[src/rtl/conv_result_collector.sv]
// Aligns core results with data_en, decimates them and buffers them in a FIFO read over the p_* bus.
// Optional threshold interrupt enabled by defining CONV_RESULT_THRESH_EN.
module conv_result_collector #(
  parameter int unsigned DATA_BITWIDTH = 16,
  parameter int unsigned PIPE_LATENCY  = 8,
  parameter int unsigned FIFO_DEPTH    = 64
) (
  input  logic                     clk,
  input  logic                     rstn,
  input  logic [DATA_BITWIDTH-1:0] data_res,
  input  logic                     data_en,
  input  logic                     p_sel,
  input  logic [3:0]               p_strb,
  input  logic [31:0]              p_addr,
  input  logic [31:0]              p_wdata,
  input  logic                     p_ce,
  input  logic                     p_we,
  output logic                     p_rdy,
  output logic [31:0]              p_rdata,
  output logic                     fifo_nempty,
  output logic                     irq
);

  localparam int unsigned AW = $clog2(FIFO_DEPTH);
  localparam int unsigned PW = AW + 1;

  typedef enum logic [1:0] {S_IDLE, S_WRITE, S_READ} state_e;

  state_e                    state_q, state_d;
  logic [PIPE_LATENCY-1:0]   en_pipe_q, en_pipe_d;
  logic                      ctrl_en_q, ctrl_en_d;
  logic [15:0]               decim_q, decim_d;
  logic [15:0]               dcnt_q, dcnt_d;
  logic [PW-1:0]             wptr_q, wptr_d, rptr_q, rptr_d;
  logic                      ovf_q, ovf_d;
  logic                      irq_q, irq_d;
  logic                      p_rdy_q, p_rdy_d;
  logic [31:0]               p_rdata_q, p_rdata_d;
  logic                      nempty_q, nempty_d;
  logic [DATA_BITWIDTH-1:0]  mem_q [FIFO_DEPTH];
`ifdef CONV_RESULT_THRESH_EN
  logic [15:0]               thresh_q, thresh_d;
`endif

  logic          sample_c, empty_c, full_c, wr_c, rd_c;
  logic          push_req_c, push_ok_c, pop_c, flush_c;
  logic          addr_ctrl_c, addr_decim_c, addr_stat_c, addr_data_c;
  logic [PW-1:0] level_c;
  logic [15:0]   decim_eff_c;
  logic [31:0]   status_c, rdata_c;
  logic          unused_c;

  assign unused_c     = ^{p_strb, p_wdata};
  assign sample_c     = en_pipe_q[PIPE_LATENCY-1];
  assign level_c      = wptr_q - rptr_q;
  assign empty_c      = (wptr_q == rptr_q);
  assign full_c       = (level_c == PW'(FIFO_DEPTH));
  assign wr_c         = (state_q == S_WRITE) && p_ce;
  assign rd_c         = (state_q == S_READ) && p_ce;
  assign addr_ctrl_c  = (p_addr == 32'd0);
  assign addr_decim_c = (p_addr == 32'd1);
  assign addr_stat_c  = (p_addr == 32'd2);
  assign addr_data_c  = (p_addr == 32'd3);
  assign decim_eff_c  = (decim_q == 16'd0) ? 16'd1 : decim_q;
  assign push_req_c   = sample_c && ctrl_en_q && (dcnt_q == 16'd0);
  assign push_ok_c    = push_req_c && !full_c;
  assign pop_c        = rd_c && addr_data_c && !empty_c;
  assign flush_c      = wr_c && addr_ctrl_c && p_wdata[1];

  // Register read mux; DATA reads 0 when the FIFO is empty
  always_comb begin
    status_c        = 32'(level_c);
    status_c[16]    = empty_c;
    status_c[17]    = full_c;
    status_c[18]    = ovf_q;
    status_c[19]    = irq_q;
    rdata_c         = '0;
    case (p_addr)
      32'd0:   rdata_c = 32'(ctrl_en_q);
      32'd1:   rdata_c = 32'(decim_q);
      32'd2:   rdata_c = status_c;
      32'd3:   rdata_c = empty_c ? 32'd0 : 32'(mem_q[rptr_q[AW-1:0]]);
`ifdef CONV_RESULT_THRESH_EN
      32'd4:   rdata_c = 32'(thresh_q);
`endif
      default: rdata_c = '0;
    endcase
  end

  // Bus FSM, register updates, decimation and FIFO pointers
  always_comb begin
    state_d   = state_q;
    p_rdy_d   = 1'b0;
    p_rdata_d = '0;
    ctrl_en_d = ctrl_en_q;
    decim_d   = decim_q;
    dcnt_d    = dcnt_q;
    wptr_d    = wptr_q;
    rptr_d    = rptr_q;
    ovf_d     = ovf_q;
    irq_d     = 1'b0;
    en_pipe_d = {PIPE_LATENCY{1'b0}};
    en_pipe_d[0] = data_en;
    for (int i = 1; i < PIPE_LATENCY; i++) en_pipe_d[i] = en_pipe_q[i-1];

    case (state_q)
      S_IDLE:  if (p_sel) state_d = p_we ? S_WRITE : S_READ;
      S_WRITE,
      S_READ:  if (p_ce) begin
                 state_d   = S_IDLE;
                 p_rdy_d   = 1'b1;
                 p_rdata_d = rd_c ? rdata_c : 32'd0;
               end
      default: state_d = S_IDLE;
    endcase

    if (sample_c && ctrl_en_q) begin
      if (32'(dcnt_q) + 32'd1 >= 32'(decim_eff_c)) dcnt_d = '0;
      else                                         dcnt_d = dcnt_q + 16'd1;
    end
    if (wr_c && ((addr_ctrl_c && p_wdata[0] && !ctrl_en_q) || addr_decim_c)) dcnt_d = '0;

    if (wr_c) begin
      if (addr_ctrl_c) ctrl_en_d = p_wdata[0];
      if (addr_decim_c) decim_d = p_wdata[15:0];
      if (addr_stat_c && p_wdata[18]) ovf_d = 1'b0;
    end
    if (push_req_c && full_c) ovf_d = 1'b1;

    if (flush_c) begin
      wptr_d = '0;
      rptr_d = '0;
    end else begin
      if (push_ok_c) wptr_d = wptr_q + PW'(1);
      if (pop_c)     rptr_d = rptr_q + PW'(1);
    end
    nempty_d = (wptr_d != rptr_d);

`ifdef CONV_RESULT_THRESH_EN
    thresh_d = thresh_q;
    irq_d    = irq_q;
    if (wr_c && (p_addr == 32'd4)) thresh_d = p_wdata[15:0];
    if (wr_c && addr_stat_c && p_wdata[19]) irq_d = 1'b0;
    if (push_ok_c && (32'(data_res) > 32'(thresh_q))) irq_d = 1'b1;
`endif
  end

  always_ff @(posedge clk) begin
    if (!rstn) begin
      state_q   <= S_IDLE;
      en_pipe_q <= '0;
      ctrl_en_q <= 1'b0;
      decim_q   <= 16'd1;
      dcnt_q    <= '0;
      wptr_q    <= '0;
      rptr_q    <= '0;
      ovf_q     <= 1'b0;
      irq_q     <= 1'b0;
      p_rdy_q   <= 1'b0;
      p_rdata_q <= '0;
      nempty_q  <= 1'b0;
`ifdef CONV_RESULT_THRESH_EN
      thresh_q  <= 16'hFFFF;
`endif
    end else begin
      state_q   <= state_d;
      en_pipe_q <= en_pipe_d;
      ctrl_en_q <= ctrl_en_d;
      decim_q   <= decim_d;
      dcnt_q    <= dcnt_d;
      wptr_q    <= wptr_d;
      rptr_q    <= rptr_d;
      ovf_q     <= ovf_d;
      irq_q     <= irq_d;
      p_rdy_q   <= p_rdy_d;
      p_rdata_q <= p_rdata_d;
      nempty_q  <= nempty_d;
`ifdef CONV_RESULT_THRESH_EN
      thresh_q  <= thresh_d;
`endif
    end
  end

  // Storage needs no reset; the pointers define what is valid
  always_ff @(posedge clk) begin
    if (push_ok_c && !flush_c) mem_q[wptr_q[AW-1:0]] <= data_res;
  end

  assign p_rdy       = p_rdy_q;
  assign p_rdata     = p_rdata_q;
  assign fifo_nempty = nempty_q;
  assign irq         = irq_q;

endmodule
[config.mk]
export PLATFORM = sky130hd
export DESIGN_NAME = conv_result_collector
export DESIGN_NICKNAME = d
export VERILOG_FILES = /design/src/rtl/conv_result_collector.sv
export SDC_FILE = /design/constraint.sdc
export NUM_CORES = 1
export LEC_CHECK = 0
export CAP_MARGIN = 5
export CORE_UTILIZATION = 45
export CTS_CLUSTER_DIAMETER = 150
export DETAILED_ROUTE_END_ITERATION = 10
export PLACE_DENSITY = 0.62
export SETUP_SLACK_MARGIN = 0.2
export SLEW_MARGIN = 25
export SYNTH_ARGS = -nofsm -noshare
export SYNTH_HDL_FRONTEND = slang
export SYNTH_SLANG_ARGS = --single-unit
[constraint.sdc]
create_clock -name clk -period 4.9 [get_ports clk]
set_input_delay 0.98 -clock clk [delete_from_list [all_inputs] [get_ports clk]]
set_output_delay 0.98 -clock clk [all_outputs]
set_load 0.01 [all_outputs]
Word level (Yosys, flattened, before mapping):

Memory sizes are Yosys's and may differ from the RTL's. A register that Yosys moved wholly into a read port is not among the register bits.
Index checks and enable logic that the tools add are counted.

* add/subtract/negate cells: 5
* magnitude comparators: 1
* equal/unequal tests: 10
* muxes and demuxes: 19
* bitwise logic cells: 1
* reduce and logical (&&, ||, !) cells: 34

Operators by type and width (count)
* 19-bit case mux with 4 select lines: 1
* 32-bit by 2-bit equality test with 1-bit output (second input constant): 2
* 16-bit two-way mux: 3
* 32-bit by 1-bit equality test with 1-bit output (second input constant): 1
* 16-bit logical NOT: 2
* 32-bit logical NOT: 1
* 7-bit two-way mux: 4
* 16-bit by 1-bit adder with 17-bit output (second input constant): 1
* 17-bit by 16-bit >= comparator with 1-bit output: 1
* 16-bit by 1-bit adder with 16-bit output (second input constant): 1
* 1-bit logical AND: 15
* 7-bit by 1-bit adder with 7-bit output (second input constant): 2
* 2-bit AND reduction: 5
* 7-bit equality test: 1
* 7-bit equality test (second input constant): 1
* 7-bit inequality test: 1
* 7-bit subtractor: 1
* 1-bit two-way mux: 6
* 2-bit two-way mux: 3
* 6-bit two-way mux: 1
* 1-bit logical NOT: 4
* 2-bit inequality test (second input constant): 2
* 2-bit case mux with 2 select lines: 1
* 4-bit AND reduction: 1
* other kinds (7): 9

* register bits: 92
* bits in writable memories: 1024
* input bits: 90
* logic and storage cells: 82
* memories kept: 1

Memory list
* mem_q: words 64, width 16, rd ports 1, clocked after memory_dff 1, write ports 1, RTL line 40 `logic [DATA_BITWIDTH-1:0] mem_q [FIFO_DEPTH];`

Longest topological paths before layout:

Gate-level depths: netlist (run 1).

* word-level depth: 8
* mapped depth: 16
* depth with buffers taken out: 15

Worst setup path after synthesis (run 1):

Ideal clock, no wire load.

* path type: register to register
* start point: register rptr_q[1]
* end point: memory mem_q[63][0], enable pin
* arrival: 3963 ps
* data required time: 4511 ps
* path slack: 549 ps
* stages on the path, launching flop included: 15
* path buffers: 3
* clock period less this slack: 4351 ps
* cell sequence: dfxtp_1 clkbuf_1 clkbuf_1 clkbuf_1 inv_1 fa_1 a211oi_1 o31ai_1 a21oi_1 xor2_1 nand2_1 nand2b_1 nor3_1 nand3_1 nor2_1

* longest elaborated chain between the ends: 7

Ends and longest elaborated chain
* start, declared: RTL line 34 `logic [PW-1:0] wptr_q, wptr_d, rptr_q, rptr_d;`
* start signal, assigned: RTL line 172 `rptr_q <= rptr_d;`
* 7-bit subtractor: RTL line 55 `assign level_c = wptr_q - rptr_q;`
* 7-bit equality test: RTL line 57 `assign full_c = (level_c == PW'(FIFO_DEPTH));`
* 1-bit logical NOT: RTL line 66 `assign push_ok_c = push_req_c && !full_c;`
* 1-bit logical AND: RTL line 66
* 1-bit logical AND: RTL line 186 `if (push_ok_c && !flush_c) mem_q[wptr_q[AW-1:0]] <= data_res;`
* 1-bit two-way mux: RTL line 186
* 1-bit two-way mux (not written as such): RTL line 186
* end, declared: RTL line 40

Every way passes these cells.

Worst setup path after layout (run 1):

* start point: register wptr_q[0]
* end point: memory mem_q[2][5], enable pin

* longest elaborated chain between the ends: 7

Ends and longest elaborated chain
* start, declared: RTL line 34
* start signal, assigned: RTL line 171 `wptr_q <= wptr_d;`
* 7-bit subtractor: RTL line 55
* 7-bit equality test: RTL line 57
* 1-bit logical NOT: RTL line 66
* 1-bit logical AND: RTL line 66
* 1-bit logical AND: RTL line 186
* 1-bit two-way mux: RTL line 186
* 1-bit two-way mux (not written as such): RTL line 186

Several ways; a longest one is shown, not always the timed one.

==> impl_metrics.py, run 1 <==
metrics = {
    "power": {
        "switchingPower_w": 0.00377,
        "p_leak_nw": 15.4,
        "ir_worst_vdd_v": 0.000292,
        "combPwrFrac": 0.013,
        "p_sw_frac": 0.197,
        "p_seq_frac": 0.538,
        "p_int_w": 0.0153,
        "power.density_mw_per_mm2": 382,
        "clock_power_share": 0.449,
    },
    "floorplan": {
        "io_pins": 125,
        "fp.dieW_um": 313,
        "core-area_sq_mm": 0.0953,
        "start_util": 0.456,
        "die_area_sq_mm": 0.0978,
        "die_y_um": 313,
        "rows": 113,
    },
    "final_layout": {
        "area_growth_pct": 15.2,
        "final_cell_mix": "edfxtp_1, mux4_2, clkbuf_16",
        "fillers": 7394,
        "stdcell_count": 3624,
        "drive_gt1_frac": 0.273,
        "final_common_cell": "edfxtp_1",
        "nets": 2383,
    },
    "hold_path": {
        "hold_class": "flip-flop to flip-flop",
    },
    "clocking": {
        "post_cts_resized": 6,
        "clk_pin_slew_ns": 0.06,
        "cts_hold_buffers": 0,
        "cts_num_sinks": 1103,
        "numCtsBuffers": 113,
        "postCtsSetupBuffers": 0,
        "clockRootBuffer": "clkbuf_16",
        "htreeDepth": 3,
        "cts_tree": "done",
        "clk_latency_ns": 0.70,
        "clock_path_buffers": 3,
    },
    "synthesis": {
        "synth_cells": 2063,
        "syn_avg_cell_area_sq_um": 21.1,
        "ys_types": 57,
        "synth_async_sr_flop_share": 0,
        "ys_seq_area_frac": 0.744,
        "synth_edf_count": 1024,
        "ys.flop_type": "edfxtp_1",
        "ys.warnings.count": 0,
        "ys_ff_latch": 1103,
        "synth_area_sq_mm": 0.0435,
    },
    "global_routing": {
        "grt-ovfl-total": 0,
        "grt_usage": 0.203,
        "antenna_found_initial": 3,
        "grt_start_max_net_pins": 91,
        "grt_pass1_wl_um": 146000,
        "first_global_vias": 21400,
    },
    "setup_path": {
        "path_max_fanout": 13,
        "end_kind": "flip-flop",
        "critPathMaxStageDelay_ns": 0.47,
        "cp.required_ns": 5.27,
        "critPathArrivalTime_ns": 4.79,
        "worstPathCellList": "inv_1, ha_1, inv_1, fa_1, a211oi_1, nor2_1, xnor2_1, nor4_1, nand2_1, nand2b_1, nor3_2, nand2_1, nor2_1, buf_4",
        "cp_slowest_cell": "nor3_2",
        "worst_setup_path_start_kind": "flip-flop",
        "critical_path_class": "flip-flop to flip-flop",
    },
    "detailed_routing": {
        "vias_per_cell": 5.78,
        "drc": 0,
        "drt_wl_total_um": 97800,
        "vias": 20900,
        "drtIter0Drc": 2189,
        "wire_per_inst_um": 27.0,
        "postRouteAntennaNets": 0,
        "drt_pre_antenna_iters": 5,
    },
    "outcome": {
        "status": "completed",
    },
    "sta": {
        "rsz0062_at_grt": "no",
        "finalHoldViolCount": 0,
        "finalClockSkew_ns": 0.0568,
        "setup_violations": 0,
        "finalCritPeriodShare": 0.903,
        "fin_setup_tns_ns": 0,
        "report.final.slew_viol_count": 0,
        "final_period_minus_worst_setup_slack_ns": 4.42,
        "relSlewSlack": 0.369,
        "tightest_slew_ns": 0.947,
        "fmax_mhz": 226,
    },
    "job": {
        "cap_violations": 0,
    },
    "place": {
        "port_buffers": 91,
        "dp.cells": 3413,
        "dp.final_hpwl_um": 60900,
        "place.gp.congestion": 0.894,
    },
}
-- power by group through the flow --
| stage | clock (W) | combinational, W | sequential (W) |
|---|---|---|---|
| after floorplan | 0 | 0.0000401 | 0.0105 |
| after global routing | 0.00909 | 0.000271 | 0.0103 |
| final | 0.00858 | 0.000247 | 0.0103 |
| after detailed placement | 0 | 0.000250 | 0.0105 |
| after CTS | 0.00873 | 0.000250 | 0.0103 |
| after global placement | 0 | 0.000225 | 0.0105 |
-- metrics by stage --
step / utilization / hold slack [ns] / worst slack, ns / cell area [sq um] / total power, W
2_1_floorplan: - / 0.412 / 0.549 / 43500 / 0.0105
3_3_place_gp: 0.484 / 0.426 / 0.195 / 46200 / 0.0107
3_5_place_dp: 0.485 / 0.422 / 0.120 / 46200 / 0.0107
4_1_cts: 0.524 / 0.446 / 0.156 / 50000 / 0.0193
5_1_grt: 0.525 / 0.452 / 0.252 / 50000 / 0.0196
6_report: 0.525 / 0.439 / 0.475 / 50000 / 0.0191
-- critical path: cells and delay by family, from the launching register on --
| family | cells | cell delay [ns] |
|---|---|---|
| AOI/OAI and AO/OA | 1 | 0.42 |
| xor gates and xnor gates | 1 | 0.21 |
| adders and majority gates | 2 | 0.59 |
| buffers and inverters | 3 | 0.54 |
| DFF | 1 | 0.38 |
| and+or+nand+nor | 7 | 1.94 |
-- cell families (layout without fill, tap and decap cells) --
| family | after synthesis | in the layout | synth area share |
|---|---|---|---|
| and+or+nand+nor | 301 | 301 | 0.0326 |
| adders and majority gates | 30 | 30 | 0.00881 |
| muxes | 339 | 339 | 0.175 |
| buffers and inverters | 153 | 435 | 0.0158 |
| other | 1 | 15 | 0.0000863 |
| AOI/OAI and AO/OA | 98 | 98 | 0.0161 |
| DFF | 1103 | 1103 | 0.744 |
| xor gates and xnor gates | 38 | 38 | 0.00766 |
-- Yosys cell counts (11+ instances only) --
master / count / area, sq um
edfxtp_1: 1024 / 30700
mux4_2: 336 / 7570
nor2_1: 116 / 435
dfxtp_1: 79 / 1580
nand2_1: 68 / 255
clkbuf_1: 58 / 218
inv_1: 36 / 135
ha_1: 29 / 363
buf_2: 25 / 125
nand3_1: 20 / 100
xor2_1: 20 / 175
buf_4: 18 / 135
xnor2_1: 18 / 158
a21boi_0: 16 / 120
and2_1: 14 / 87.6
a21oi_1: 13 / 65.1
nand4_1: 13 / 81.3
buf_1: 12 / 45.0
nor4_1: 12 / 75.1
a31oi_1: 11 / 68.8
o21ai_0: 11 / 55.1
-- cell type report --
class | count | area [sq um] | area share
repair buffers | 187 | 1650 | 0.0329
well taps | 1265 | 1580 | 0.0316
diodes | 1 | 2.50 | 0.0000500
multi-input cells | 820 | 10600 | 0.212
inverters | 38 | 145 | 0.00290
clock inverters | 77 | 785 | 0.0157
flip-flops and latches | 1103 | 32300 | 0.646
clock buffers | 133 | 2950 | 0.0589
-- per-layer routing --
| metal | up-vias | track usage | share of wire |
|---|---|---|---|
| met4 | 0 | 0.0487 | 0.021 |
| met3 | 142 | 0.0340 | 0.069 |
| met1 | 11200 | 0.309 | 0.44 |
| li1 | 8934 | - | - |
| met5 | - | 0 | 0 |
| met2 | 713 | 0.306 | 0.47 |
-- worst paths after layout --
path / slack [ns] / start / cells past startpoint / end
max: 0.48 / wptr_q[0]$_SDFF_PN0_ / 14 / mem_q[2][5]$_DFFE_PP_
min: 0.44 / en_pipe_q[4]$_SDFF_PN0_ / 1 / en_pipe_q[5]$_SDFF_PN0_
max reg2reg: 0.48 / wptr_q[0]$_SDFF_PN0_ / 14 / mem_q[2][5]$_DFFE_PP_
min reg2reg: 0.44 / en_pipe_q[4]$_SDFF_PN0_ / 1 / en_pipe_q[5]$_SDFF_PN0_
-- flip-flops by register name, indices dropped and copies added, names as in the netlist, 2 cells and up --
register and cells:
mem_q 1024, p_rdata 19, dcnt_q 16, decim_q 16, en_pipe_q 8, rptr_q 7, wptr_q 7, state_q 2
Power figures use the tool's default switching activity.
==> inputs of run 2 (changes only) <==
PLACE_DENSITY = default   (was 0.62)
==> impl_metrics.py, run 2 (synthesis results as in run 1) <==
metrics = {
    "setup_path": {
        "endpoint": "mem_q[34][9]$_DFFE_PP_",
        "path_max_fanout": 16,
        "startpoint": "wptr_q[0]$_SDFF_PN0_",
        "rr_endpoint": "mem_q[34][9]$_DFFE_PP_",
        "rr_startpoint": "wptr_q[0]$_SDFF_PN0_",
        "cp.required_ns": 5.23,
        "worst_setup_path_start_kind": "flip-flop",
        "critical_path_class": "flip-flop to flip-flop",
        "r2r_cells": 16,
        "end_kind": "flip-flop",
        "rrSetupSlack_ns": 0.41,
        "critPathArrivalTime_ns": 4.82,
    },
    "final_layout": {
        "largest_reg_flops": 1024,
        "nets": 2392,
        "area_growth_pct": 15.4,
        "drive_gt1_frac": 0.283,
        "fin_util": 0.526,
        "stdcell_count": 3631,
        "final_cell_mix": "edfxtp_1, mux4_2, buf_4",
        "final_common_cell": "edfxtp_1",
    },
    "detailed_routing": {
        "vias": 21300,
        "drt_wl_total_um": 102000,
        "wire_per_inst_um": 28.2,
        "drtIter0Drc": 2203,
        "vias_per_cell": 5.86,
        "drc": 0,
        "drt_pre_antenna_iters": 6,
        "postRouteAntennaNets": 0,
    },
    "power": {
        "power.density_mw_per_mm2": 382,
        "ir_worst_vdd_v": 0.000282,
        "p_leak_nw": 15.5,
    },
    "hold_path": {
        "min_path_cells": 1,
        "min-delay-start": "en_pipe_q[1]$_SDFF_PN0_",
        "hold_class": "flip-flop to flip-flop",
    },
    "sta": {
        "fmax_mhz": 222,
        "report.final.slew_viol_count": 0,
        "fin_ws_ns": 0.405,
        "timing.hold.ws_ns": 0.432,
        "fin_setup_tns_ns": 0,
        "relSlewSlack": 0.298,
        "finalCritPeriodShare": 0.917,
        "setup_violations": 0,
        "finalClockSkew_ns": 0.0392,
        "rsz0062_at_grt": "yes",
        "tightest_slew_ns": 1.05,
        "final_period_minus_worst_setup_slack_ns": 4.49,
        "finalHoldViolCount": 0,
    },
    "global_routing": {
        "antenna_found_initial": 4,
        "grt-ovfl-total": 0,
        "grt_usage": 0.212,
        "grt_start_max_net_pins": 134,
        "first_global_vias": 21900,
        "grt_pass1_wl_um": 150000,
    },
    "place": {
        "dp.cells": 3425,
        "dp.final_hpwl_um": 60300,
        "port_buffers": 91,
        "dp_slack_ns": 0.465,
        "place.gp.congestion": 0.872,
    },
    "floorplan": {
        "core-area_sq_mm": 0.0953,
        "start_util": 0.456,
        "fp.dieW_um": 313,
        "die_area_sq_mm": 0.0978,
        "rows": 113,
        "die_y_um": 313,
        "io_pins": 125,
    },
    "clocking": {
        "clockRootBuffer": "clkbuf_16",
        "htreeDepth": 3,
        "cts_tree": "done",
        "clock_path_buffers": 3,
        "post_cts_resized": 0,
        "cts_hold_buffers": 0,
        "clk_latency_ns": 0.69,
        "postCtsSetupBuffers": 0,
        "numCtsBuffers": 110,
        "clk_pin_slew_ns": 0.07,
        "cts_num_sinks": 1103,
    },
    "outcome": {
        "status": "completed",
    },
    "job": {
        "cap_violations": 0,
    },
}
run 2: cell types whose count changed in the layout (fill, tap and decap cells not counted), sizes merged, moves of 2 or more:
cell,change
inv,-3
clkinvlp,-2
buf,+12
bufinv,+2
clkinv,-8
clkbuf,+5
run 2: final cells by class:
class	instances	area (sq um)
Sequential cell	1103	32300
Inverter	38	145
Clock buffer	138	2980
Antenna cell	2	5.00
Clock inverter	66	758
Multi-Input combinational cell	820	10600
Timing Repair Buffer	199	1750
Tap cell	1265	1580
Fill cell	7440	45100
run 2: worst min-delay path by stage:
stage | to
CTS | en_pipe_q[2]$_SDFF_PN0_
detailed placement | en_pipe_q[5]$_SDFF_PN0_
global placement | en_pipe_q[5]$_SDFF_PN0_
floorplan | en_pipe_q[1]$_SDFF_PN0_
finish | en_pipe_q[2]$_SDFF_PN0_
global route | en_pipe_q[4]$_SDFF_PN0_
run 2: critical path, cell delays in order, from the launching register on:
cell and delay, ns:
dfxtp_1 0.37, inv_1 0.13, ha_1 0.17, inv_1 0.05
fa_1 0.40, a211oi_1 0.34, o31ai_1 0.13, a21oi_1 0.19
xor2_1 0.16, nand2_1 0.18, nand2b_1 0.11, buf_4 0.16
nor3_1 0.60, nand2_1 0.37, buf_4 0.30, nor2_1 0.12
buf_4 0.33
run 2: metrics by stage:
step | cell area [sq um] | power (W)
after floorplan | 43500 | 0.0105
after global placement | 46300 | 0.0107
after detailed placement | 46400 | 0.0107
after CTS | 50100 | 0.0193
after global routing | 50100 | 0.0197
final | 50100 | 0.0191
run 2: metal layers:
metal / GRT usage / up-vias / share of wire
li1: - / 8963 / -
met1: 0.302 / 11400 / 0.43
met2: 0.343 / 708 / 0.49
met3: 0.0301 / 152 / 0.054
met4: 0.0650 / 0 / 0.028
met5: 0 / - / 0
run 2: report_power, final:
group / switching (W) / internal, W
sequential: 0.00000224 / 0.0103
combinational: 0.000178 / 0.0000617
clock: 0.00352 / 0.00509
total: 0.00370 / 0.0154
